## src/rtl/matmul_engine_pkg.sv

```systemverilog
// Shared types, tensor-id constants and the saturating narrow helper
// used by the matrix-multiply engine and its MAC datapath.
package matmul_engine_pkg;

  typedef enum logic [1:0] {
    ST_IDLE = 2'd0,
    ST_MAC  = 2'd1,
    ST_DONE = 2'd2
  } state_e;

  localparam logic [15:0] WR_ID_A = 16'd0;
  localparam logic [15:0] WR_ID_B = 16'd1;
  localparam logic [15:0] RD_ID_C = 16'd0;
  localparam logic [15:0] RD_ID_A = 16'd1;
  localparam logic [15:0] RD_ID_B = 16'd2;

  // Clamp a 64-bit signed value into the signed range of a w-bit word.
  function automatic logic signed [63:0] sat_narrow(input logic signed [63:0] v,
                                                    input int unsigned       w);
    logic signed [63:0] hi;
    logic signed [63:0] lo;
    hi = (64'sd1 <<< (w - 1)) - 64'sd1;
    lo = -(64'sd1 <<< (w - 1));
    if (v > hi) return hi;
    if (v < lo) return lo;
    return v;
  endfunction

endpackage

```

## src/rtl/matmul_mac.sv

```systemverilog
// Combinational MAC datapath: fixed-point product, rescale, seeded accumulate
// and saturating narrow of the running accumulator back to element width.
module matmul_mac
  import matmul_engine_pkg::*;
#(
  parameter int DATA_W = 16,
  parameter int FRAC   = 8,
  parameter int ACC_W  = 40
) (
  input  logic [DATA_W-1:0] a,
  input  logic [DATA_W-1:0] b,
  input  logic [DATA_W-1:0] seed,
  input  logic [ACC_W-1:0]  acc_in,
  input  logic              first,
  input  logic              use_seed,
  output logic [ACC_W-1:0]  acc_next,
  output logic [DATA_W-1:0] narrow,
  output logic              sat
);

  logic signed [DATA_W-1:0]   a_s;
  logic signed [DATA_W-1:0]   b_s;
  logic signed [DATA_W-1:0]   seed_s;
  logic signed [ACC_W-1:0]    acc_s;
  logic signed [ACC_W-1:0]    base;
  logic signed [ACC_W-1:0]    term;
  logic signed [2*DATA_W-1:0] prod;
  logic signed [2*DATA_W-1:0] prod_sh;
  logic signed [63:0]         acc_wide;
  logic signed [63:0]         clamped;

  always_comb begin
    a_s     = a;
    b_s     = b;
    seed_s  = seed;
    acc_s   = acc_in;
    prod    = (2*DATA_W)'(a_s) * (2*DATA_W)'(b_s);
    prod_sh = prod >>> FRAC;
    term    = ACC_W'(prod_sh);
    if (!first)        base = acc_s;
    else if (use_seed) base = ACC_W'(seed_s);
    else               base = '0;
    acc_next = base + term;
    acc_wide = 64'(acc_s);
    clamped  = sat_narrow(acc_wide, DATA_W);
    narrow   = clamped[DATA_W-1:0];
    sat      = (clamped != acc_wide);
  end

endmodule

```

## src/rtl/matmul_engine.sv

```systemverilog
// Matrix-multiply engine: C = A*B or C += A*B over row-major tensor memories,
// one MAC per cycle plus one store cycle per output element.
module matmul_engine
  import matmul_engine_pkg::*;
#(
  parameter int M      = 2,
  parameter int K      = 3,
  parameter int N      = 2,
  parameter int DATA_W = 16,
  parameter int FRAC   = 8,
  parameter int ACC_W  = 40
) (
  input  logic              clock,
  input  logic              reset_n,
  input  logic              start,
  input  logic              accumulate,
  output logic              busy,
  output logic              done,
  output logic              sat,
  input  logic              wr_en,
  input  logic [15:0]       wr_tensor_id,
  input  logic [15:0]       wr_index,
  input  logic [DATA_W-1:0] wr_data,
  input  logic [15:0]       rd_tensor_id,
  input  logic [15:0]       rd_index,
  output logic [DATA_W-1:0] rd_data
);

  localparam int unsigned SZ_A = M * K;
  localparam int unsigned SZ_B = K * N;
  localparam int unsigned SZ_C = M * N;

  logic [DATA_W-1:0] mem_a_q [SZ_A];
  logic [DATA_W-1:0] mem_a_d [SZ_A];
  logic [DATA_W-1:0] mem_b_q [SZ_B];
  logic [DATA_W-1:0] mem_b_d [SZ_B];
  logic [DATA_W-1:0] mem_c_q [SZ_C];
  logic [DATA_W-1:0] mem_c_d [SZ_C];

  state_e            state_q, state_d;
  logic [15:0]       i_q, i_d, j_q, j_d, k_q, k_d;
  logic              store_q, store_d;
  logic              accum_q, accum_d;
  logic              sat_q, sat_d;
  logic [ACC_W-1:0]  acc_q, acc_d;

  logic              wr_ok, c_we;
  logic [15:0]       addr_a, addr_b, addr_c;
  logic [DATA_W-1:0] a_op, b_op, c_op;
  logic [ACC_W-1:0]  mac_next;
  logic [DATA_W-1:0] mac_narrow;
  logic              mac_sat;

  assign busy  = (state_q == ST_MAC);
  assign done  = (state_q == ST_DONE);
  assign sat   = sat_q;
  assign wr_ok = wr_en && (state_q != ST_MAC);

  assign addr_a = i_q * 16'(K) + k_q;
  assign addr_b = k_q * 16'(N) + j_q;
  assign addr_c = i_q * 16'(N) + j_q;

  always_comb begin
    a_op = '0;
    b_op = '0;
    c_op = '0;
    for (int unsigned n = 0; n < SZ_A; n++) if (addr_a == 16'(n)) a_op = mem_a_q[n];
    for (int unsigned n = 0; n < SZ_B; n++) if (addr_b == 16'(n)) b_op = mem_b_q[n];
    for (int unsigned n = 0; n < SZ_C; n++) if (addr_c == 16'(n)) c_op = mem_c_q[n];
  end

  matmul_mac #(
    .DATA_W(DATA_W),
    .FRAC  (FRAC),
    .ACC_W (ACC_W)
  ) u_mac (
    .a       (a_op),
    .b       (b_op),
    .seed    (c_op),
    .acc_in  (acc_q),
    .first   (k_q == '0),
    .use_seed(accum_q),
    .acc_next(mac_next),
    .narrow  (mac_narrow),
    .sat     (mac_sat)
  );

  // Each output element takes K MAC cycles followed by one store cycle.
  always_comb begin
    state_d = state_q;
    i_d     = i_q;
    j_d     = j_q;
    k_d     = k_q;
    store_d = store_q;
    accum_d = accum_q;
    sat_d   = sat_q;
    acc_d   = acc_q;
    c_we    = 1'b0;
    case (state_q)
      ST_IDLE: begin
        if (start) begin
          accum_d = accumulate;
          sat_d   = 1'b0;
          i_d     = '0;
          j_d     = '0;
          k_d     = '0;
          store_d = 1'b0;
          state_d = ST_MAC;
        end
      end
      ST_MAC: begin
        if (!store_q) begin
          acc_d = mac_next;
          if (k_q == 16'(K - 1)) store_d = 1'b1;
          else                   k_d     = k_q + 16'd1;
        end else begin
          c_we    = 1'b1;
          store_d = 1'b0;
          k_d     = '0;
          if (mac_sat) sat_d = 1'b1;
          if (j_q == 16'(N - 1)) begin
            j_d = '0;
            if (i_q == 16'(M - 1)) begin
              i_d     = '0;
              state_d = ST_DONE;
            end else begin
              i_d = i_q + 16'd1;
            end
          end else begin
            j_d = j_q + 16'd1;
          end
        end
      end
      ST_DONE: state_d = ST_IDLE;
      default: state_d = ST_IDLE;
    endcase
  end

  always_comb begin
    mem_a_d = mem_a_q;
    mem_b_d = mem_b_q;
    mem_c_d = mem_c_q;
    if (wr_ok && wr_tensor_id == WR_ID_A)
      for (int unsigned n = 0; n < SZ_A; n++) if (wr_index == 16'(n)) mem_a_d[n] = wr_data;
    if (wr_ok && wr_tensor_id == WR_ID_B)
      for (int unsigned n = 0; n < SZ_B; n++) if (wr_index == 16'(n)) mem_b_d[n] = wr_data;
    if (c_we)
      for (int unsigned n = 0; n < SZ_C; n++) if (addr_c == 16'(n)) mem_c_d[n] = mac_narrow;
  end

  always_comb begin
    rd_data = '0;
    case (rd_tensor_id)
      RD_ID_C: for (int unsigned n = 0; n < SZ_C; n++) if (rd_index == 16'(n)) rd_data = mem_c_q[n];
      RD_ID_A: for (int unsigned n = 0; n < SZ_A; n++) if (rd_index == 16'(n)) rd_data = mem_a_q[n];
      RD_ID_B: for (int unsigned n = 0; n < SZ_B; n++) if (rd_index == 16'(n)) rd_data = mem_b_q[n];
      default: rd_data = '0;
    endcase
  end

  // Tensor memories keep their contents across reset.
  always_ff @(posedge clock) begin
    mem_a_q <= mem_a_d;
    mem_b_q <= mem_b_d;
    mem_c_q <= mem_c_d;
  end

  always_ff @(posedge clock or negedge reset_n) begin
    if (!reset_n) begin
      state_q <= ST_IDLE;
      i_q     <= '0;
      j_q     <= '0;
      k_q     <= '0;
      store_q <= 1'b0;
      accum_q <= 1'b0;
      sat_q   <= 1'b0;
      acc_q   <= '0;
    end else begin
      state_q <= state_d;
      i_q     <= i_d;
      j_q     <= j_d;
      k_q     <= k_d;
      store_q <= store_d;
      accum_q <= accum_d;
      sat_q   <= sat_d;
      acc_q   <= acc_d;
    end
  end

endmodule

```

## config.mk

```make
export PLATFORM = sky130hd
export DESIGN_NAME = matmul_engine
export DESIGN_NICKNAME = d
export VERILOG_FILES = /design/src/rtl/matmul_engine_pkg.sv /design/src/rtl/matmul_mac.sv /design/src/rtl/matmul_engine.sv
export SDC_FILE = /design/constraint.sdc
export NUM_CORES = 2
export LEC_CHECK = 0
export CAP_MARGIN = 10
export CORE_ASPECT_RATIO = 0.8
export CORE_MARGIN = 10
export CORE_UTILIZATION = 35
export CTS_BUF_LIST = sky130_fd_sc_hd__clkbuf_8
export DETAILED_ROUTE_END_ITERATION = 8
export SLEW_MARGIN = 5
export SYNTH_ARGS = -nofsm -noshare
export SYNTH_HDL_FRONTEND = slang
export SYNTH_SLANG_ARGS = --single-unit
```

## constraint.sdc

```tcl
create_clock -name clock -period 15.3 [get_ports clock]
set_clock_uncertainty 0.05 [all_clocks]
set_input_delay 2.295 -clock clock [delete_from_list [all_inputs] [get_ports clock]]
set_output_delay 2.295 -clock clock [all_outputs]
set_load 0.005 [all_outputs]
```

==> impl_results.rst <==
.. list-table::
   :header-rows: 1

   * - Metric
     - Value
   * - Overall routed net length
     - between 90 and 100 mm
   * - Share of cells above drive strength 1
     - between 8 and 9%
   * - Slowest cell on crit path
     - nor2b_2
   * - Clock transition time at the flip-flop clock pins of the worst setup and hold paths
     - 0.08 ns
   * - Average cell area after synthesis
     - between 9 and 10 um2
   * - Time the final worst path needs with I/O delays and setup
     - around 14 ns
   * - GRT Util Overall
     - between 10% and 20%
   * - CP top delay family
     - compound AO/OA/AOI/OAI gates
   * - Fraction of the mapped netlist area in simple logic gates
     - about 14%
   * - Achievable clock frequency
     - a little under 0.07 GHz
   * - Number of buffers inserted during clock tree synthesis
     - 57
   * - Outcome
     - complete, no violations
   * - Final Slew Violations
     - 0
   * - Sink Count
     - roughly 350
   * - Top cell types by occurrence after synthesis
     - 394 x inv_1, 319 x nand2_1, 306 x nor2_1
   * - Kind of critical path
     - reg -> reg
   * - Xor/xnor share of the synthesized area
     - around 3%
   * - Die Ht
     - roughly 290 um
   * - Compound-gate portion of the synthesized area
     - roughly 14%
   * - Number of nets with antenna violations after routing
     - 0
   * - Hold_buf cts
     - 0
   * - Seq cells post-synth
     - about 350
   * - Ys Warns
     - 0
   * - Sum of net half-perimeters after detailed placement
     - just over 70 mm
   * - Worst flop-to-flop path startpoint
     - i_q[1]
   * - Cell with the most instances on the worst path
     - fa_1
   * - Maximum number of pins on one net before global-route repair
     - approximately 70
   * - Dominant cell by count in the synthesized netlist
     - inv_1
   * - Via count normalized by instance count
     - 5.40
   * - Final nets
     - around 3.8k
   * - Final hold violation count
     - 0
   * - Signed area change from the synthesized netlist to the final layout
     - 12.4%
   * - Total setup violations reported at the end of the flow
     - 0
   * - Synthesized instance count
     - 3,168
   * - Top fanout value on the critical path
     - 15
   * - Global-route wire length before repair
     - between 100 and 150 mm
   * - Worst Max-Slew Pin Slew
     - 1.01 ns
   * - Cell area after technology mapping
     - 0.0309 mm2
   * - Placed instance area
     - around 0.034 mm2
   * - Data arrival time at the worst-slack endpoint
     - 14.95 ns
   * - Share of the synthesized area in the top cell type
     - approximately 25%
   * - Distinct cells, synth
     - 88
   * - Number of buffers inserted by port buffering
     - 103
   * - CTS HTree Levels
     - 2
   * - Most instantiated flip-flop cell in the synthesis netlist
     - edfxtp_1
   * - Number of enable-type register cells in the synthesized netlist
     - 256
   * - Core footprint
     - about 0.088 mm2
   * - Vias in the first global route
     - roughly 24k
   * - Setup TNS
     - 0 ns
   * - Post-detailed-route DRC marker count
     - 0
   * - Async set-or-reset flop fraction in the synthesized netlist
     - 26.6%
   * - Max-Cap Viols
     - 0
   * - Adder and majority gate portion of the synthesized area
     - 25.7%
   * - Drt initial violations
     - 2,625
   * - Portion of netlist area occupied by mux cells
     - between 4 and 5%
   * - Synthesized Nets
     - approximately 3.7k
   * - Buf/Inv on CP
     - 8
   * - Initial antenna violation count
     - 5
   * - Insertion delay to the later sink of the worst-skew pair
     - 0.71 ns
   * - Top area cells in the synthesized netlist
     - edfxtp_1 25%, fa_1 18%, ha_1 7.7%, dfrtp_1 7.5%, inv_1 4.8%
   * - Routability Congestion
     - between 0.9 and 1
   * - Sequential fraction of the synthesis area
     - between 30% and 40%
   * - Worst Hold Class
     - reg -> reg
   * - First-pass DRT Iterations
     - 9
   * - Sort of element at the start of the critical path
     - flip-flop
   * - Delay of the slowest critical-path stage
     - just over 0.6 ns
   * - Post-DR wirelength/cell
     - 21.0 um
   * - Maximum clock insertion buffer count
     - 3
   * - Clock tree from TritonCTS
     - yes
   * - Kind of capture point of the worst setup path
     - flip-flop
   * - Setup crit start
     - i_q[1]
   * - Total via count in the routed design
     - 24.4k
   * - Library cell occupying the most area in the post-synthesis netlist
     - edfxtp_1
   * - Die span in x
     - roughly 350 um
   * - Cell chosen for the clock root
     - clkbuf_8
   * - Standard-cell rows
     - 97
   * - Global route overflow
     - 0
   * - Starting density of the core
     - a little over a third
   * - Ratio of final minimum period to clock period
     - ~94%
   * - Largest family of logic cells by synthesized area
     - adder cells
   * - Ports placed on the boundary
     - between 100 and 150
   * - Req. time, crit path
     - ~16 ns
   * - Die ar.
     - about 0.10 mm2
   * - Startpoint of the most critical hold path
     - i_q[15]
   * - Worst slew margin relative to its limit
     - between 30% and 40%
   * - Finished layout cell area
     - roughly 0.035 mm2
## cells by family after synthesis
group           Yosys count
compound gates          653
xor+xnor                104
fa+ha+maj               468
buf+inv                 530
flops                   349
mux                     118
simple gates            946
## final timing paths
check,end,slack [ns],cells after the start
max,acc_q[39],0.88,57
min,i_q[15],0.44,1
max reg2reg,acc_q[39],0.88,57
min reg2reg,i_q[15],0.44,1
max in group asynchronous,acc_q[0],12.42,2
min in group asynchronous,i_q[11],1.56,1
## worst reg2reg max path, delay by kind of cell, from the launching register on
kind | cells | cell delay (ns)
compound gates | 23 | 5.70
xor+xnor | 1 | 0.15
fa+ha+maj | 11 | 5.04
buf+inv | 8 | 0.75
flops | 1 | 0.40
mux | 1 | 0.19
simple gates | 13 | 2.03
## registers in the layout, indices dropped and copies added, names as in the netlist
| name | flops |
|---|---|
| acc_q | 40 |
| accum_q | 1 |
| i_q | 16 |
| j_q | 16 |
| k_q | 16 |
| mem_a_q | 96 |
| mem_b_q | 96 |
| mem_c_q | 64 |
| sat | 1 |
| state_q | 2 |
| store_q | 1 |
## layout by cell type (no fill, tap or decap), types with 14 or more instances in the layout
| cell | Yosys | routed |
|---|---|---|
| nor3_1 | 35 | 31 |
| a22oi_1 | 51 | 51 |
| edfxtp_1 | 256 | 256 |
| nor4_1 | 30 | 30 |
| nand4_1 | 23 | 23 |
| o22ai_1 | 26 | 25 |
| nor2b_1 | 42 | 35 |
| buf_4 | 0 | 81 |
| and3_1 | 26 | 26 |
| xor2_1 | 38 | 38 |
| nand2_1 | 319 | 319 |
| nor2_1 | 306 | 305 |
| o32a_1 | 15 | 15 |
| or2_2 | 14 | 14 |
| xnor2_1 | 66 | 66 |
| clkdlybuf4s50_1 | 0 | 100 |
| fa_1 | 279 | 279 |
| clkbuf_8 | 0 | 62 |
| mux4_2 | 17 | 17 |
| mux2i_1 | 67 | 67 |
| o211ai_1 | 35 | 35 |
| a21oi_1 | 115 | 114 |
| a21o_1 | 33 | 33 |
| a221oi_1 | 14 | 14 |
| nand3_1 | 54 | 54 |
| ha_1 | 189 | 189 |
| nand2b_1 | 35 | 28 |
| inv_1 | 394 | 420 |
| o21a_1 | 17 | 17 |
| dfrtp_1 | 93 | 92 |
| mux2_2 | 34 | 34 |
| o21ai_0 | 224 | 224 |
## final cells by class
class | instances | area, um2
clock inverter | 44 | 274
timing repair buffer | 183 | 1630
sequential | 349 | 10000
multi-input combinational | 2289 | 19000
clock buffer | 62 | 853
tap | 1188 | 1490
inverter | 394 | 1480
antenna | 1 | 2.50
fill | 8572 | 52800
## per-stage QoR
step / util, % / setup WS, ns / std cells / hold slack (ns)
floorplan: - / 1.48 / 3168 / 0.401
CTS: 39.6 / 0.576 / 4508 / 0.435
global route: 39.7 / -0.0224 / 4510 / 0.480
detailed placement: 38.3 / 0.607 / 4402 / 0.425
finish: 39.7 / 0.876 / 4510 / 0.436
global placement: 38.3 / 0.799 / 4402 / 0.418
## repair_timing
action,4_1_cts,5_1_grt
endpoints found under the hold margin,0,0
endpoints found under the setup margin,0,1
setup buffers,0,1
gates resized for setup,0,21
## metal layers
layer	vias up	global-route usage, %	wire, um
li1	11200	-	-
met1	11900	26.3	43300
met2	1084	26.5	37700
met3	199	5.28	9810
met4	2	7.30	3840
met5	-	0	9
Power is left out: the tool's default activity adds up to more than one toggle a clock period on the data nets, which glitch-free logic cannot reach.
